<file path="src/rtl/ula_mult_div_pkg.sv">
// Shared definitions for the ULA: 5-bit operation codes and the mult/div sequencer states.
package ula_mult_div_pkg;

  localparam logic [4:0] OP_ADD   = 5'h00;
  localparam logic [4:0] OP_SUB   = 5'h01;
  localparam logic [4:0] OP_AND   = 5'h02;
  localparam logic [4:0] OP_OR    = 5'h03;
  localparam logic [4:0] OP_SLT   = 5'h04;
  localparam logic [4:0] OP_XOR   = 5'h05;
  localparam logic [4:0] OP_NOR   = 5'h06;
  localparam logic [4:0] OP_SLL   = 5'h07;
  localparam logic [4:0] OP_SRL   = 5'h08;
  localparam logic [4:0] OP_SRA   = 5'h09;
  localparam logic [4:0] OP_SLTU  = 5'h0A;
  localparam logic [4:0] OP_JR    = 5'h0B;
  localparam logic [4:0] OP_BEQ   = 5'h0C;
  localparam logic [4:0] OP_JAL   = 5'h0D;
  localparam logic [4:0] OP_BNE   = 5'h0E;
  localparam logic [4:0] OP_LUI   = 5'h0F;
  localparam logic [4:0] OP_MULT  = 5'h10;
  localparam logic [4:0] OP_MULTU = 5'h11;
  localparam logic [4:0] OP_DIV   = 5'h12;
  localparam logic [4:0] OP_DIVU  = 5'h13;
  localparam logic [4:0] OP_MFHI  = 5'h14;
  localparam logic [4:0] OP_MFLO  = 5'h15;
  localparam logic [4:0] OP_MTHI  = 5'h16;
  localparam logic [4:0] OP_MTLO  = 5'h17;

  typedef enum logic [1:0] {
    IDLE   = 2'd0,
    CALC   = 2'd1,
    AJUSTE = 2'd2
  } md_state_t;

  function automatic logic isMdOp(input logic [4:0] code);
    return (code >= OP_MULT) && (code <= OP_DIVU);
  endfunction

endpackage

</file>
<file path="src/rtl/ula_mult_div_md_seq.sv">
// Iterative multiply/divide sequencer: one shift-add or restoring-subtract step per clock
// on operand magnitudes, then a single fix-up cycle that presents the HI/LO write value.
module ula_md_seq
  import ula_mult_div_pkg::*;
#(
  parameter int WIDTH = 32
) (
  input  logic             clock,
  input  logic             reset,
  input  logic             start_i,
  input  logic [1:0]       op_i,
  input  logic [WIDTH-1:0] a_i,
  input  logic [WIDTH-1:0] b_i,
  output logic             ocupado_o,
  output logic             pronto_o,
  output logic             wr_o,
  output logic [WIDTH-1:0] hi_o,
  output logic [WIDTH-1:0] lo_o
);

  localparam int SHW = $clog2(WIDTH);
  localparam logic [SHW-1:0] LAST_STEP = SHW'(WIDTH - 1);

  md_state_t          state_q;
  logic [SHW-1:0]     cnt_q;
  logic [1:0]         op_q;
  logic [WIDTH-1:0]   a_q, b_q;
  logic [2*WIDTH-1:0] acc_q;
  logic               ocupado_q, pronto_q;

  // op bit 1 selects divide, op bit 0 selects unsigned
  logic               startNeg, negA, negB, isDiv;
  logic [WIDTH-1:0]   startMagA, magB;
  logic [WIDTH:0]     mulSum;
  logic [WIDTH+1:0]   divTrial;
  logic [WIDTH-1:0]   divRem;
  logic [2*WIDTH-1:0] accMul_d, accDiv_d, product;
  logic [WIDTH-1:0]   quot, rem;

  always_comb begin
    startNeg  = ~op_i[0] & a_i[WIDTH-1];
    startMagA = startNeg ? (~a_i + 1'b1) : a_i;
    isDiv     = op_q[1];
    negA      = ~op_q[0] & a_q[WIDTH-1];
    negB      = ~op_q[0] & b_q[WIDTH-1];
    magB      = negB ? (~b_q + 1'b1) : b_q;

    mulSum   = {1'b0, acc_q[2*WIDTH-1:WIDTH]} + (acc_q[0] ? {1'b0, magB} : {(WIDTH+1){1'b0}});
    accMul_d = {mulSum, acc_q[WIDTH-1:1]};

    // Two guard bits keep the trial subtraction's sign unambiguous for large unsigned divisors
    divTrial = {1'b0, acc_q[2*WIDTH-1:WIDTH], acc_q[WIDTH-1]} - {2'b00, magB};
    divRem   = divTrial[WIDTH+1] ? acc_q[2*WIDTH-2:WIDTH-1] : divTrial[WIDTH-1:0];
    accDiv_d = {divRem, acc_q[WIDTH-2:0], ~divTrial[WIDTH+1]};

    product = (negA ^ negB) ? (~acc_q + 1'b1) : acc_q;
    quot    = acc_q[WIDTH-1:0];
    rem     = acc_q[2*WIDTH-1:WIDTH];

    hi_o = product[2*WIDTH-1:WIDTH];
    lo_o = product[WIDTH-1:0];
    if (isDiv) begin
      if (b_q == '0) begin
        hi_o = a_q;
        lo_o = '1;
      end else begin
        hi_o = negA ? (~rem + 1'b1) : rem;
        lo_o = (negA ^ negB) ? (~quot + 1'b1) : quot;
      end
    end
  end

  always_ff @(posedge clock) begin
    if (reset) begin
      state_q   <= IDLE;
      cnt_q     <= '0;
      op_q      <= '0;
      a_q       <= '0;
      b_q       <= '0;
      acc_q     <= '0;
      ocupado_q <= 1'b0;
      pronto_q  <= 1'b0;
    end else begin
      pronto_q <= 1'b0;
      case (state_q)
        IDLE: begin
          if (start_i) begin
            op_q      <= op_i;
            a_q       <= a_i;
            b_q       <= b_i;
            acc_q     <= {{WIDTH{1'b0}}, startMagA};
            cnt_q     <= '0;
            ocupado_q <= 1'b1;
            state_q   <= CALC;
          end
        end
        CALC: begin
          acc_q <= isDiv ? accDiv_d : accMul_d;
          cnt_q <= cnt_q + 1'b1;
          if (cnt_q == LAST_STEP) state_q <= AJUSTE;
        end
        AJUSTE: begin
          ocupado_q <= 1'b0;
          pronto_q  <= 1'b1;
          state_q   <= IDLE;
        end
        default: state_q <= IDLE;
      endcase
    end
  end

  assign ocupado_o = ocupado_q;
  assign pronto_o  = pronto_q;
  assign wr_o      = (state_q == AJUSTE);

endmodule

</file>
<file path="src/rtl/ula_mult_div.sv">
// EX-stage ULA: single-cycle combinational operations plus the HI/LO registers that are
// loaded by the iterative multiply/divide sequencer or by mthi/mtlo.
module ula_mult_div
  import ula_mult_div_pkg::*;
#(
  parameter int WIDTH = 32,
  parameter int SHW   = $clog2(WIDTH)
) (
  input  logic             clock,
  input  logic             reset,
  input  logic [4:0]       codigo_controle,
  input  logic [WIDTH-1:0] operando_A,
  input  logic [WIDTH-1:0] operando_B,
  input  logic             iniciar,
  output logic [WIDTH-1:0] resultado,
  output logic             zero_flag,
  output logic             ocupado,
  output logic             pronto,
  output logic [WIDTH-1:0] hi,
  output logic [WIDTH-1:0] lo
);

  logic [WIDTH-1:0] hi_q, lo_q;
  logic [WIDTH-1:0] mdHi, mdLo;
  logic             mdWr, mdStart;
  logic [SHW-1:0]   shamt;

  assign shamt   = operando_B[SHW-1:0];
  assign mdStart = iniciar & isMdOp(codigo_controle);

  ula_md_seq #(.WIDTH(WIDTH)) u_md_seq (
    .clock     (clock),
    .reset     (reset),
    .start_i   (mdStart),
    .op_i      (codigo_controle[1:0]),
    .a_i       (operando_A),
    .b_i       (operando_B),
    .ocupado_o (ocupado),
    .pronto_o  (pronto),
    .wr_o      (mdWr),
    .hi_o      (mdHi),
    .lo_o      (mdLo)
  );

  always_comb begin
    resultado = '0;
    zero_flag = 1'b0;
    case (codigo_controle)
      OP_ADD:  resultado = operando_A + operando_B;
      OP_SUB:  resultado = operando_A - operando_B;
      OP_AND:  resultado = operando_A & operando_B;
      OP_OR:   resultado = operando_A | operando_B;
      OP_SLT:  resultado = {{(WIDTH-1){1'b0}}, $signed(operando_A) < $signed(operando_B)};
      OP_XOR:  resultado = operando_A ^ operando_B;
      OP_NOR:  resultado = ~(operando_A | operando_B);
      OP_SLL:  resultado = operando_A << shamt;
      OP_SRL:  resultado = operando_A >> shamt;
      OP_SRA:  resultado = $unsigned($signed(operando_A) >>> shamt);
      OP_SLTU: resultado = {{(WIDTH-1){1'b0}}, operando_A < operando_B};
      OP_JR:   zero_flag = 1'b1;
      OP_BEQ:  zero_flag = (operando_A == operando_B);
      OP_JAL:  zero_flag = 1'b1;
      OP_BNE:  zero_flag = (operando_A != operando_B);
      OP_LUI:  resultado = {operando_A[WIDTH/2-1:0], {(WIDTH/2){1'b0}}};
      OP_MFHI: resultado = hi_q;
      OP_MFLO: resultado = lo_q;
      default: ;
    endcase
  end

  // Sequencer results take priority; mthi/mtlo only land while no operation is in flight
  always_ff @(posedge clock) begin
    if (reset) begin
      hi_q <= '0;
      lo_q <= '0;
    end else if (mdWr) begin
      hi_q <= mdHi;
      lo_q <= mdLo;
    end else if (!ocupado) begin
      if (codigo_controle == OP_MTHI) hi_q <= operando_A;
      if (codigo_controle == OP_MTLO) lo_q <= operando_A;
    end
  end

  assign hi = hi_q;
  assign lo = lo_q;

endmodule
</file>
<file path="config.mk">
export PLATFORM = sky130hd
export DESIGN_NAME = ula_mult_div
export DESIGN_NICKNAME = d
export VERILOG_FILES = /design/src/rtl/ula_mult_div_pkg.sv /design/src/rtl/ula_mult_div_md_seq.sv /design/src/rtl/ula_mult_div.sv
export SDC_FILE = /design/constraint.sdc
export NUM_CORES = 1
export LEC_CHECK = 0
export BUFFER_PORTS_ARGS = -buffer_cell sky130_fd_sc_hd__buf_2
export CELL_PAD_IN_SITES_DETAIL_PLACEMENT = 1
export CELL_PAD_IN_SITES_GLOBAL_PLACEMENT = 2
export CORE_MARGIN = 2
export CORE_UTILIZATION = 36
export CTS_CLUSTER_SIZE = 8
export DETAILED_ROUTE_END_ITERATION = 8
export PLACE_DENSITY_LB_ADDON = 0.08
export SYNTH_ARGS = -nofsm -noshare
export SYNTH_HDL_FRONTEND = slang
export SYNTH_SLANG_ARGS = --single-unit
export TNS_END_PERCENT = 1
</file>
<file path="constraint.sdc">
create_clock -name clock -period 9.11 [get_ports clock]
set_input_delay 2.2775 -clock clock [delete_from_list [all_inputs] [get_ports clock]]
set_output_delay 2.2775 -clock clock [all_outputs]
set_load 0.05 [all_outputs]
</file>
# --- Yosys cells after proc, flatten, opt, wreduce, memory -nomap -nowiden ---
# Index checks and enable logic that the tools add are counted.
# Widths: inputs -> output; s select.
word_totals:
  memories: 0
  reg_bits: 203
  latch_bits: 0
  ram_bits: 0
  mem_bits_ro: 0
  out_inout_bits: 99
  inputBits: 72
  elab_cells: 116
op_classes:
  n_mul: 0
  reduce_logical: 15
  n_lt_le_gt_ge: 4
  div: 0
  n_mux: 30
  n_addsub: 10
  n_bitwise: 17
  eq_ne: 27
  n_shift: 3
ops:
  columns: ["operator", "n"]
  rows:
  - ["$mux 32", 16]
  - ["$pmux 32 s14", 1]
  - ["$mux 64", 3]
  - ["$not 32->32", 5]
  - ["$add 32x1->32 const B", 4]
  - ["$pmux 64 s2", 1]
  - ["$add 64x1->64 const B", 1]
  - ["$lt 32x32->1", 2]
  - ["$not 64->64", 1]
  - ["$eq 5x4->1 const B", 8]
  - ["$sub 33x32->34", 1]
  - ["$add 32x33->33", 1]
  - ["$add 32x32->32", 1]
  - ["$and 32x32->32", 1]
  - ["$eq 32x32->1", 1]
  - ["$logic_not 32->1", 1]
  - ["$ne 32x32->1", 1]
  - ["$or 32x32->32", 1]
  - ["$shl 32x5->32", 1]
  - ["$shr 32x5->32", 1]
  - ["$sshr 32x5->32", 1]
  - ["$sub 32x32->32", 1]
  - ["$xor 32x32->32", 1]
  - ["$eq 5x5->1 const B", 5]
  - ["other kinds (26)", 46]

# --- Depth between registers and ports, before layout ---
# Gate-level depths: netlist of the first run.
logic_depth:
  ltp_word: 7
  depth_mapped: 21
  ltp_nobuf: 20

# --- Modules after synthesis ---
# A second synthesis of the first run with hierarchy kept.
unflattened:
  cells_unflattened: 3743
  hier_area_um2: 25419.4
modules_own_cells:
  columns: ["module", "area_per_inst_um2", "seq_area_each_um2", "cells_per_inst", "n_inst"]
  rows:
  - ["ula_md_seq", 13228.9, 2782.7, 1920, 1]
  - ["ula_mult_div", 12190.4, 1281.2, 1823, 1]

# --- Worst setup path after synthesis of the first run ---
# Ideal clock, no wire load.
synth_timing:
  path_type: "input -> output"
  from: "input operando_B[2]"
  to: "output resultado[24]"
  n_path_buf: 4
  arrival_time_ps: 6657
  path_stages: 15
  required_ps: 6832
  setup_slack_ps: 176
  cell_sequence: "clkinv_1 > buf_1 > buf_1 > clkbuf_1 > ha_1 > buf_4 > a211oi_1 > o211ai_1 > a32oi_1 > o221ai_1 > a21oi_1 > nor2_1 > a31o_2 > o221a_2 > o21ai_0"
synth_between:
  elab_chain_len: 2
  word_cells_on_any_way: 6
  cone_classes: "add/sub: 2; shift: 3; mux: 1"
synth_rtl:
  columns: ["item", "line_no", "text"]
  rows:
  - ["start, declared", "ula_mult_div.sv:13", "input logic [WIDTH-1:0] operando_B,"]
  - ["$sub 32x32->32, or another cell as far along", "ula_mult_div.sv:50", "OP_SUB: resultado = operando_A - operando_B;"]
  - ["$pmux 32 s14 (*)", "ula_mult_div.sv:48", "case (codigo_controle)"]
  - ["end, declared", "ula_mult_div.sv:15", "output logic [WIDTH-1:0] resultado,"]
# Mark *: on every way between the ends. The rest lies on a longest branch, timed or not.

# --- Worst setup path in the final report of the first run ---
layout_timing:
  from: "input operando_A[0]"
  to: "output resultado[26]"
layout_between:
  elab_chain_len: 2
  word_cells_on_any_way: 6
  cone_classes: "add/sub: 2; shift: 3; mux: 1"
layout_rtl:
  columns: ["item", "line_no", "text"]
  rows:
  - ["start, declared", "ula_mult_div.sv:12", "input logic [WIDTH-1:0] operando_A,"]
  - ["$sub 32x32->32, or another cell as far along", "ula_mult_div.sv:50", null]
  - ["$pmux 32 s14 (*)", "ula_mult_div.sv:48", null]
# Marks and branches as above.

==> flow_metrics.env, run 1 <==
export IMPL_cts_hold_buffers=0
export IMPL_final_common_cell="nand2_1"
export IMPL_synth_edf_count=0
export IMPL_drt_iter0_markers=3254
export IMPL_grtUsageTotal=0.410
export IMPL_core_mm2=0.0675
export IMPL_ys_seq_elements=203
export IMPL_cts_setup_buffers=0
export IMPL_cts_made_buffers=30
export IMPL_yosys_warnings=0
export IMPL_cts_resized=0
export IMPL_wl_per_cell_um=33.9
export IMPL_finalCritPeriodShare=0.980
export IMPL_dp_cells=4368
export IMPL_row_count=95
export IMPL_final_cell_mix="nand2_1 (404), a21oi_1 (396), nor2_1 (384)"
export IMPL_first_pass_iters=8
export IMPL_post_route_util=0.402
export IMPL_power_leakage_uw=0.0108
export IMPL_drtAntennaViolNets=0
export IMPL_min_period_ns=8.93
export IMPL_setup_viol_count_final=0
export IMPL_clk_path_buf_depth=3
export IMPL_cts_root_buf="clkbuf_16"
export IMPL_maxCapViolations=0
export IMPL_timing_hold_ws_ns=0.460
export IMPL_hold_viol=0
export IMPL_clk_pin_slew_worst_paths_ns=0.05
export IMPL_drive_gt1_frac=0.122
export IMPL_cts_max_level=1
export IMPL_finalSetupTns_ns=0
export IMPL_ios=171
export IMPL_status="completed"
export IMPL_synth_cell_types=96
export IMPL_hp_class="reg2reg"
export IMPL_cp_end_kind="primary output"
export IMPL_area_growth_pct=10.2
export IMPL_grt_overflow=0
export IMPL_slew_viol_final=0
export IMPL_io_buffers=170
export IMPL_critPathMaxFanout=11
export IMPL_max_freq_mhz=112
export IMPL_syn_num_nets=3759
export IMPL_seq_area_mm2=0.00407
export IMPL_yosysSeqAreaShare=0.165
export IMPL_power_density_mw_per_mm2=121
export IMPL_postSynthCellCount=3516
export IMPL_multi_input_area_mm2=0.0189
export IMPL_worst_clock_skew_ns=0.0435
export IMPL_rsz0062_at_grt="no"
export IMPL_max_slew_worst_pin_slew_ns=1.29
export IMPL_drc_errors=0
export IMPL_synthesis_area_mm2=0.0246
export IMPL_die_y_um=266
export IMPL_vias_per_cell=6.68
export IMPL_slew_headroom=0.131
export IMPL_die_w_um=266
export IMPL_cts_sinks=203
export IMPL_n_fill_cell=8516
export IMPL_antenna_found_initial=10
export IMPL_nets=3770
export IMPL_required_ns=6.83
export IMPL_cts_tree="yes"
export IMPL_grt_pass1_vias=29152
export IMPL_drt_wl_total_mm=150
export IMPL_die_area_mm2=0.0706
export IMPL_grt_pass1_wl_mm=213
export IMPL_worstPathArrival_ns=6.65
export IMPL_gp_congestion=1.04
export IMPL_num_vias=29439
export IMPL_dp_hpwl_mm=118
export IMPL_postSynthAreaPerCell_um2=7.01
export IMPL_ir_worst_vdd_mv=0.131
export IMPL_synthFlopType="dfxtp_1"
export IMPL_initial_core_util=0.365
export IMPL_stdcell_count=4408
export IMPL_grt_max_degree=77
export IMPL_async_flop_share=0
export IMPL_clkLatencyLatePin_ns=0.60
export IMPL_critPathKind="in2out"
export IMPL_startpoint_type="input port"
## power by group
group          leakage [uW]  total [uW]  internal [uW]  switching [uW]
clock              0.000404        1050            599             448
combinational       0.00877        1300            396             901
sequential          0.00164         947            907            39.3
## stage by stage
stage                     instance area (um2)  worst slack (ns)  power (uW)
after floorplan                         24600             0.176        1740
after global placement                  26300             0.366        2200
after detailed placement                26300             0.286        2210
after CTS                               27200             0.270        3260
after global routing                    27200             0.133        3380
final                                   27200             0.183        3290
## worst max-delay path, stage by stage
cell and delay [ns]:
buf_2 0.21, inv_1 0.18, ha_1 0.19, inv_1 0.06, fa_1 0.37, or2b_1 0.21, a221oi_2 0.11, o311ai_1 0.47
nand4b_1 0.36, a211oi_2 0.47, o21ai_2 0.19, a2111o_1 0.47, nand3_1 0.10, a32oi_1 0.15, or4_1 0.56, buf_2 0.27
## routing by layer
metal	share of wire	vias to the layer above	routed length [um]	global-route usage
met5	0.00029	-	44	0
met4	0.067	6	10100	0.235
met3	0.089	361	13300	0.0874
met2	0.44	1515	65600	0.645
met1	0.41	14724	60600	0.517
li1	-	12833	-	-
## synth_stat cells (all sizes together) (13+ instances only)
master / instances / area (um2)
a211o: 13 / 114
a211oi: 90 / 681
a21o: 48 / 360
a21oi: 396 / 1980
a221oi: 88 / 790
a222oi: 16 / 160
a22oi: 36 / 270
a311oi: 27 / 236
a31oi: 33 / 206
and2: 21 / 131
and3: 17 / 106
buf: 72 / 374
clkbuf: 231 / 867
dfxtp: 203 / 4060
ha: 167 / 2090
inv: 127 / 477
mux2: 20 / 225
mux2i: 93 / 931
mux4: 31 / 698
nand2: 404 / 1520
nand2b: 30 / 188
nand3: 62 / 315
nand4: 22 / 144
nor2: 391 / 1480
nor2b: 17 / 106
nor3: 88 / 473
nor4: 21 / 150
o211ai: 20 / 150
o21ai: 249 / 1250
o21bai: 19 / 143
o221ai: 18 / 158
o31ai: 38 / 285
o41ai: 15 / 173
or3: 32 / 205
xnor2: 139 / 1220
xor2: 75 / 657
## layout make-up
type                            count  area share
Inverter                          132      0.0182
Antenna cell                        1   0.0000921
Timing Repair Buffer              282      0.0649
Tap cell                          873      0.0402
Sequential cell                   203       0.150
Clock buffer                       36      0.0292
Clock inverter                      3    0.000967
Multi-Input combinational cell   2878       0.697
## sequential cells by signal, summed over array words and instances (netlist names), 2 cells and up
name              flops
u_md_seq.a_q         32
u_md_seq.cnt_q        5
lo                   32
u_md_seq.acc_q       64
u_md_seq.state_q      2
u_md_seq.op_q         2
hi                   32
u_md_seq.b_q         32
## cell families after synthesis
family                     count (synthesis)  share of synthesized area
buffers and inverters                    435                     0.0705
adders and majority gates                171                     0.0880
and+or+nand+nor                         1144                      0.208
muxes                                    144                     0.0752
xor gates and xnor gates                 214                     0.0760
AOI/OAI and AO/OA                       1205                      0.318
DFF                                      203                      0.165
## worst paths after layout
kind / startpoint / endpoint / slack [ns] / cells past startpoint
max: operando_A[0] / resultado[26] / 0.18 / 16
max reg2reg: u_md_seq.b_q[2]$_SDFFE_PP0P_ / u_md_seq.acc_q[0]$_SDFFE_PP0P_ / 3.11 / 18
min reg2reg: u_md_seq.a_q[12]$_SDFFE_PP0P_ / u_md_seq.a_q[12]$_SDFFE_PP0P_ / 0.46 / 2
min: u_md_seq.a_q[12]$_SDFFE_PP0P_ / u_md_seq.a_q[12]$_SDFFE_PP0P_ / 0.46 / 2
Note: power is estimated with default switching activity, not from simulation.
==> inputs of run 2 (changes only) <==
--- a/config.mk
+++ b/config.mk
@@ -8,6 +8,7 @@
 export BUFFER_PORTS_ARGS = -buffer_cell sky130_fd_sc_hd__buf_2
 export CELL_PAD_IN_SITES_DETAIL_PLACEMENT = 1
 export CELL_PAD_IN_SITES_GLOBAL_PLACEMENT = 2
+export CORE_ASPECT_RATIO = 0.75
 export CORE_MARGIN = 2
 export CORE_UTILIZATION = 36
 export CTS_CLUSTER_SIZE = 8
==> run 2 against run 1 <==
Flip-flop and latch count unchanged. Sequential share of layout area about the same. Non-clock buffer count down 12. Utilization down 0.40 points. Via count up 1.8%. Maximum frequency up 0.32%. Total power down 0.91%. Wire length up 1.1%. Clock skew down 0.019 ns. Combinational power about the same. Count of clock-buffer cells in the layout down 4.
==> flow_metrics.env, run 2 (synthesis results as in run 1) <==
export IMPL_n_fill_cell=8552
export IMPL_grt_overflow=0
export IMPL_initial_core_util=0.362
export IMPL_clkLatencyLatePin_ns=0.60
export IMPL_largest_register_ff_count=64
export IMPL_r2r_cells=17
export IMPL_maxCapViolations=0
export IMPL_max_slew_worst_pin_slew_ns=1.35
export IMPL_area_growth_pct=10.1
export IMPL_slew_headroom=0.0902
export IMPL_rsz0062_at_grt="no"
export IMPL_status="completed"
export IMPL_drtAntennaViolNets=0
export IMPL_drive_gt1_frac=0.119
export IMPL_cts_max_level=1
export IMPL_cts_setup_buffers=0
export IMPL_critPathKind="in2out"
export IMPL_setup_viol_count_final=0
export IMPL_row_count=83
export IMPL_r2r_slack_ns=3.05
export IMPL_cts_resized=0
export IMPL_grtUsageTotal=0.413
export IMPL_worst_clock_skew_ns=0.0249
export IMPL_drt_wl_total_mm=151
export IMPL_startpoint_type="input port"
export IMPL_worstPathArrival_ns=6.62
export IMPL_required_ns=6.83
export IMPL_design_area_mm2=0.0271
export IMPL_drc_errors=0
export IMPL_whs_path_depth=2
export IMPL_largest_register="u_md_seq.acc_q"
export IMPL_ir_worst_vdd_mv=0.103
export IMPL_ios=171
export IMPL_place_area_mm2=0.0264
export IMPL_max_freq_mhz=112
export IMPL_first_pass_iters=6
export IMPL_min_period_ns=8.90
export IMPL_dp_hpwl_mm=119
export IMPL_hold_viol=0
export IMPL_multi_input_area_mm2=0.0189
export IMPL_num_vias=29963
export IMPL_cts_tree="yes"
export IMPL_finalSetupTns_ns=0
export IMPL_vias_per_cell=6.79
export IMPL_antenna_found_initial=9
export IMPL_die_y_um=231
export IMPL_finalCritPeriodShare=0.977
export IMPL_cts_hold_buffers=0
export IMPL_clk_path_buf_depth=3
export IMPL_cp_end_kind="primary output"
export IMPL_slew_viol_final=0
export IMPL_drt_iter0_markers=4276
export IMPL_seq_area_mm2=0.00407
export IMPL_cts_root_buf="clkbuf_16"
export IMPL_hp_class="reg2reg"
export IMPL_core_mm2=0.0681
export IMPL_final_common_cell="nand2_1"
export IMPL_grt_max_degree=92
export IMPL_nets=3757
export IMPL_critPathMaxFanout=12
export IMPL_die_w_um=306
export IMPL_wl_per_cell_um=34.2
export IMPL_grt_pass1_vias=28502
export IMPL_die_area_mm2=0.0706
export IMPL_cts_sinks=203
export IMPL_cts_made_buffers=29
export IMPL_final_cell_mix="nand2_1 (404), a21oi_1 (396), nor2_1 (384)"
export IMPL_grt_pass1_wl_mm=213
export IMPL_gp_congestion=1.04
export IMPL_io_buffers=170
export IMPL_power_leakage_uw=0.0108
export IMPL_clk_pin_slew_worst_paths_ns=0.05
export IMPL_power_density_mw_per_mm2=120
run 2: cell type report:
type / instances / share of cell area
clock buffer: 32 / 0.0272
antenna: 6 / 0.000553
multi-input combinational: 2878 / 0.698
tap: 892 / 0.0411
clock inverter: 2 / 0.000922
timing repair buffer: 270 / 0.0638
sequential: 203 / 0.150
inverter: 132 / 0.0183
run 2: routing by layer:
metal	GRT usage	vias to the layer above	wire, um
li1	-	12797	-
met1	0.618	15104	68700
met2	0.529	1804	55800
met3	0.152	252	21000
met4	0.133	6	5420
met5	0.0164	-	185
run 2: path summary, 6_finish.rpt:
kind	from	end
setup / recovery	operando_A[11]	resultado[0]
hold / removal	u_md_seq.a_q[18]$_SDFFE_PP0P_	u_md_seq.a_q[18]$_SDFFE_PP0P_
setup reg to reg	u_md_seq.b_q[6]$_SDFFE_PP0P_	u_md_seq.acc_q[41]$_SDFFE_PP0P_
hold reg to reg	u_md_seq.a_q[18]$_SDFFE_PP0P_	u_md_seq.a_q[18]$_SDFFE_PP0P_
run 2: stage by stage:
stage,util,setup slack (ns),instances,total power [uW],hold WS (ns)
3_5_place_dp,0.387,0.502,4375,2210,0.453
3_3_place_gp,0.387,0.641,4375,2200,0.445
4_1_cts,0.398,0.476,4409,3210,0.460
5_1_grt,0.398,0.238,4409,3360,0.483
6_report,0.398,0.211,4415,3260,0.460
2_1_floorplan,-,0.176,3516,1740,0.433
run 2: report_power, final:
| part | total, uW | internal [uW] | switching, uW |
|---|---|---|---|
| registers | 946 | 907 | 38.8 |
| clock network | 1000 | 563 | 442 |
| logic | 1310 | 398 | 912 |
| total | 3260 | 1870 | 1390 |
run 2: worst max-delay path, cell delays in order:
cell	delay (ns)
buf_2	0.10
inv_1	0.32
ha_1	0.46
or4_4	0.64
nor3_2	0.26
o311ai_1	0.19
nand4b_1	0.23
a211oi_2	0.17
o21ai_2	0.33
a21oi_1	0.27
o311ai_0	0.74
o311ai_0	0.30
buf_2	0.29
